`src/rtl/bcd_updown_counter.sv`:
```
// Multi-digit up/down counter with decimal or hex digits, parallel load,
// saturate/wrap end modes, sticky overflow and a carry lookahead for cascading.
module bcd_updown_counter #(
  parameter int unsigned DIGITS = 4,
  parameter bit          BCD    = 1'b1
) (
  input  logic                  CLK,
  input  logic                  Clear_b,
  input  logic [4*DIGITS-1:0]   Data_in,
  input  logic                  Load,
  input  logic                  Count,
  input  logic                  Up,
  input  logic                  Sat,
  output logic [4*DIGITS-1:0]   A_count,
  output logic                  C_out,
  output logic                  Ovf,
  output logic                  Load_err
);

  localparam int unsigned W    = 4 * DIGITS;
  localparam logic [3:0]  DMAX = BCD ? 4'd9 : 4'd15;

  logic [W-1:0] r_count;
  logic         r_ovf;
  logic         r_load_err;

  logic [W-1:0] w_step;
  logic [W-1:0] w_load_val;
  logic         w_load_bad;
  logic         w_term;
  logic         w_all_max;
  logic         w_all_zero;
  logic         w_carry;
  logic [3:0]   w_dig;
  logic [3:0]   w_ldig;

  // Terminal-value detection on the current count
  always_comb begin
    w_all_max  = 1'b1;
    w_all_zero = 1'b1;
    for (int unsigned i = 0; i < DIGITS; i++) begin
      if (r_count[4*i +: 4] != DMAX) w_all_max  = 1'b0;
      if (r_count[4*i +: 4] != 4'd0) w_all_zero = 1'b0;
    end
    w_term = Up ? w_all_max : w_all_zero;
  end

  // Ripple one count through the digits; the terminal case wraps naturally
  always_comb begin
    w_step  = r_count;
    w_carry = 1'b1;
    w_dig   = 4'd0;
    for (int unsigned i = 0; i < DIGITS; i++) begin
      w_dig = r_count[4*i +: 4];
      if (w_carry) begin
        if (Up) begin
          if (w_dig == DMAX) begin
            w_step[4*i +: 4] = 4'd0;
          end else begin
            w_step[4*i +: 4] = w_dig + 4'd1;
            w_carry          = 1'b0;
          end
        end else begin
          if (w_dig == 4'd0) begin
            w_step[4*i +: 4] = DMAX;
          end else begin
            w_step[4*i +: 4] = w_dig - 4'd1;
            w_carry          = 1'b0;
          end
        end
      end
    end
  end

  // Clamp illegal decimal digits on load so the count stays valid
  always_comb begin
    w_load_val = Data_in;
    w_load_bad = 1'b0;
    w_ldig     = 4'd0;
    for (int unsigned i = 0; i < DIGITS; i++) begin
      w_ldig = Data_in[4*i +: 4];
      if (BCD && (w_ldig > 4'd9)) begin
        w_load_val[4*i +: 4] = 4'd9;
        w_load_bad           = 1'b1;
      end
    end
  end

  always_ff @(posedge CLK) begin
    if (!Clear_b) begin
      r_count    <= '0;
      r_ovf      <= 1'b0;
      r_load_err <= 1'b0;
    end else begin
      r_load_err <= 1'b0;
      if (Load) begin
        r_count    <= w_load_val;
        r_ovf      <= 1'b0;
        r_load_err <= w_load_bad;
      end else if (Count) begin
        if (!(w_term && Sat)) r_count <= w_step;
        if (w_term)           r_ovf   <= 1'b1;
      end
    end
  end

  assign A_count  = r_count;
  assign Ovf      = r_ovf;
  assign Load_err = r_load_err;
  assign C_out    = Count & ~Load & ~Sat & w_term;

endmodule

```
`config.mk`:
```
export PLATFORM = sky130hd
export DESIGN_NAME = bcd_updown_counter
export DESIGN_NICKNAME = d
export VERILOG_FILES = /design/src/rtl/bcd_updown_counter.sv
export SDC_FILE = /design/constraint.sdc
export NUM_CORES = 1
export LEC_CHECK = 0
export ABC_AREA = 1
export BUFFER_PORTS_ARGS = -buffer_cell sky130_fd_sc_hd__buf_2
export CORE_MARGIN = 1.5
export CORE_UTILIZATION = 45
export CTS_CLUSTER_SIZE = 40
export DETAILED_ROUTE_END_ITERATION = 7
export PLACE_DENSITY = 0.77
export SETUP_SLACK_MARGIN = 0.5
export SLEW_MARGIN = 20
export SYNTH_ARGS = -nofsm -noshare
export SYNTH_HDL_FRONTEND = slang
export SYNTH_SLANG_ARGS = --single-unit
export TNS_END_PERCENT = 20
```
`constraint.sdc`:
```
create_clock -name CLK -period 4.4 [get_ports CLK]
set_clock_uncertainty 0.2 [all_clocks]
set_input_delay 0.44 -clock CLK [delete_from_list [all_inputs] [get_ports CLK]]
set_output_delay 0.44 -clock CLK [all_outputs]
set_load 0.01 [all_outputs]
```
Yosys cells after proc, flatten, opt, wreduce, memory -nomap -nowiden --
Index checks and enable logic that the tools add are counted.
Storage, ports and cells: register bits after elaboration 18, logic and storage cells 99
Operators by class: $add $sub $neg 8, order comparisons 4, equality and inequality tests 9, mux-type cells 46, bitwise gates (word level) 6, reduce and logical (&&, ||, !) cells 20
Operators by type and width (number):
- 4-bit 2-to-1 mux | 19
- 16-bit 2-to-1 mux | 3
- 1-bit 2-to-1 mux | 24
- 4-bit by 1-bit adder with 4-bit output, second input constant | 4
- 4-bit == test, second input constant | 4
- 4-bit greater-than comparator, second input constant | 4
- 4-bit zero test | 4
- 4-bit inequality test, second input constant | 4
- 4-bit nonzero test | 4
- 4-bit by 1-bit subtractor with 4-bit output, second input constant | 4
- 3-bit AND reduction | 3
- 2-bit nonzero test | 4
- 2-bit AND reduction | 3
- 1-bit bitwise AND | 3
- 1-bit NOT | 3
- 2-bit inequality test, second input constant | 1
- 2-bit OR reduction | 1
- 1-bit logical AND | 1

Longest topological paths before layout --
depth in word-level cells 10, gate-level depth with buffers 12, mapped depth without buffers 12

Worst setup path after synthesis --
Ideal clock, no wire load.
kind register -> output, start point register r_count[7] (netlist: A_count[7]), end point output port C_out, arrival 1.287 ns, required time 3.760 ns, setup slack 2.473 ns, stages on the path, launching flop included 9, buffers on the path 0, cell sequence dfxtp_1 inv_2 nor2_2 nand2_2 nor2_4 nand3_2 nand2_4 nand2_1 nor3_1
Between the ends: word-level cells in the longest chain between the ends 6
Ends and longest elaborated chain:
- from (decl) | RTL line 23 | logic [W-1:0] r_count;
- from (signal assigned) | RTL line 97 | r_count <= w_load_val;
- from (signal assigned) | RTL line 101 | if (!(w_term && Sat)) r_count <= w_step;
- 4-bit inequality test or 4-bit nonzero test (tied branches) | RTL line 42, 43
- 1-bit 2-to-1 mux, on equally long branches (3 in a row) | RTL line 42, 43
- 1-bit 2-to-1 mux * | RTL line 45 | w_term = Up ? w_all_max : w_all_zero;
- 1-bit bitwise AND * | RTL line 110 | assign C_out = Count & ~Load & ~Sat & w_term;
- to (decl) | RTL line 15 | output logic C_out,
Every way passes the cells marked *; elsewhere a longest branch is shown, timed or not.

Worst setup path after layout --
start point input port Up, end point output port C_out
Between the ends: word-level cells in the longest chain between the ends 2
Ends and longest elaborated chain:
- from (decl) | RTL line 12 | input logic Up,
- 1-bit 2-to-1 mux | RTL line 45
- 1-bit bitwise AND | RTL line 110
Every way passes these cells.

==> results by group <==
STA
  – Max_slew headroom: 68.0%
  – Final Max Slew Viols: 0
  – Hold Fails Final Rpt: 0
  – Setup tns final: 0 ns
  – Fmax: 428 MHz
  – Final min period: 2.34 ns
  – Unrepaired setup endpoints after global routing: no
  – Final setup vio count: 0
  – Final Cycle Share: 53.1%
  – Slew of the pin with the lowest slew margin: approximately 0.48 ns

Global route
  – Total GRT Usage: 20.5%
  – Pin count of the biggest net entering global routing: 26
  – Initial antenna violation count: 0
  – Gr ovfl total: 0
  – First-pass GRT wire length: 6.89 mm
  – Vias in the first global route: 1,618

Synth
  – Ranking of synthesized cells by area: dfxtp_1 21%, nand2_1 18%, nor2_1 11%
  – Unique masters post-synth: 32
  – Share of the synthesized area in the top cell type: between 20% and 30%
  – Async S/R FF share, synth: 0%
  – Top FF cell, synth: dfxtp_1
  – Register area share after synthesis: between 20% and 30%
  – Syn Nets: between 300 and 400
  – Number of flops mapped to enable cells by yosys: 0
  – Most frequent cell after synthesis: nand2_1
  – Yosys warns: 0
  – Yosys top cell by area: dfxtp_1
  – Most instantiated cells after synthesis: 82 x nand2_1, 49 x nor2_1, 21 x nand3_1
  – Cell Area, Synth: 1710 um2
  – Gate Count Post-Synth: 294
  – Number of synthesized register bits: 18
  – Post-synthesis area per instance: approximately 5.8 um2

Final layout
  – Antenna diode count: 0
  – Final Net Count: 353
  – Fill cells: 404
  – Syn-to-layout area delta: 15.4%
  – Register area: approximately 360 um2
  – Area occupied by multi-input gates: 1190 um2
  – Share of layout cells above drive strength 1: roughly 25%

Floorplan
  – Die Y: 64.7 um
  – IO Pins: a little over 40
  – Starting Density: 46.8%
  – Die ar.: 4180 um2
  – Cell Rows: 22
  – Area of the core: 3660 um2
  – Chip width: 64.7 um

Critical path
  – CP Launch Type: input port
  – CP max-delay cell: inv_2
  – Worst EP required: 3.76 ns
  – Crit path max fanout: 16
  – R2r startpoint: A_count[13]
  – Data arrival, critical path: about 1.7 ns
  – Worst path most repeated cell: buf_2
  – CP startpoint: Up
  – RR Endpoint: A_count[14]
  – CP cell instances: buf_2 -> inv_2 -> nand3_1 -> nor2_1 -> nand2_2 -> nand2_4 -> nand2_1 -> nor3_1 -> buf_2
  – Critical path class: input port to output port
  – Crit path capture: C_out
  – R2R Setup Slk: 2.63 ns
  – CP Capture Type: output port
  – Reg2reg path depth: 10
  – Slowest stage delay, CP: ~0.27 ns

Power
  – Power density over the cells: 280 nW/um2
  – VDD IR max: 0.142 mV
  – Leakage Power: slightly above 1 nW
  – Power Total: between 0.5 and 0.6 mW

Routing
  – Top Layer Used: met4
  – Via count: 1,952
  – Starting DRT DRC Count: 108
  – DR DRC count: 0
  – Total wire length: 4.12 mm
  – DRT antenna net count: 0
  – Metal-1 WL: 1.89 mm
  – Routed vias/inst: 5.16
  – TritonRoute pass-1 iters: 5
  – DR WL/cell: 10.9 um
  – DR WL met2: 1.90 mm
  – Metal3 WL: 278 um

Clocking
  – Clk Latency, worst-skew pair: 0.26 ns
  – Post-cts resize count: 0
  – CTS Hold Buffers Added: 0
  – Clock net sink count: 18
  – Inserted Clock Buffers: 3
  – Post-CTS Setup Bufs: 0
  – CTS H-Tree Depth: 1
  – Clock-pin slew on the worst setup and hold paths: 0.07 ns
  – Max clock buf depth: 2
  – CTS tree: built
  – Root buf cell: clkbuf_8

Place
  – I/O Buffers: 40
  – GPL Wtd Cong: around 0.92
  – DPL Wire Length: 3.08 mm

Flow run
  – Max-cap violations: 0

Hold path
  – Hold WC Path Type: flip-flop to flip-flop

Run status
  – Status: finished clean
[logic make-up after synthesis]
group | count (synthesis) | synth area share [%]
simple gates | 188 | 53.0
compound gates | 49 | 15.6
buf+inv | 37 | 9.36
flops | 18 | 21.1
xor+xnor | 2 | 1.02
[report_power, final]
part           total, mW  switching (mW)  internal (mW)  leakage (nW)
logic              0.207           0.129         0.0783         0.845
clock network      0.141          0.0611         0.0797        0.0288
registers          0.206          0.0267          0.179         0.149
total              0.553           0.216          0.337          1.02
[critical path: cells and delay by family]
| kind | cells | cell delay, ns |
|---|---|---|
| buf+inv | 3 | 0.62 |
| simple gates | 6 | 0.63 |
[registers in the layout (all words and copies together) (netlist names)]
| register | cells |
|---|---|
| A_count | 16 |
| Ovf | 1 |
| Load_err | 1 |
[metrics by stage]
stage	instances	worst slack [ns]	area, um2	utilization (%)	hold WS [ns]
floorplan	294	2.47	1710	-	0.269
global placement	374	2.13	1920	52.5	0.234
detailed placement	374	2.08	1920	52.5	0.241
CTS	378	2.08	1980	54.0	0.253
global route	378	1.91	1980	54.0	0.274
finish	378	2.06	1980	54.0	0.247
[placed cells by master, fill, tap and decap left out, types with 6 or more instances in the layout]
master / count
nor2_2: 6
o21ai_0: 20
buf_2: 40
nor2_4: 6
inv_1: 17
nor2_1: 49
nand2_1: 82
nand4_1: 6
a21oi_1: 20
dfxtp_1: 18
nand3_1: 21
inv_2: 12
[metal layers]
layer / vias to the layer above / GRT usage (%)
met1: 856 / 27.7
met5: - / 0
met4: 0 / 5.85
met2: 65 / 34.1
li1: 1024 / -
met3: 7 / 2.60
[final cells by class]
class / instances / share of cell area [%]
multi-input combinational: 239 / 60.3
sequential: 18 / 18.2
timing repair buffer: 40 / 10.1
inverter: 29 / 5.51
tap: 48 / 3.04
clock buffer: 4 / 2.79
[worst min path at each step]
stage / slack [ns] / start / endpoint / cells after the start
floorplan: 0.27 / Ovf / Ovf / 2
global placement: 0.23 / Ovf / Ovf / 2
detailed placement: 0.24 / Ovf / Ovf / 2
CTS: 0.25 / Ovf / Ovf / 2
global route: 0.27 / Ovf / Ovf / 2
finish: 0.25 / Ovf / Ovf / 2
Power figures use the tool's default switching activity.
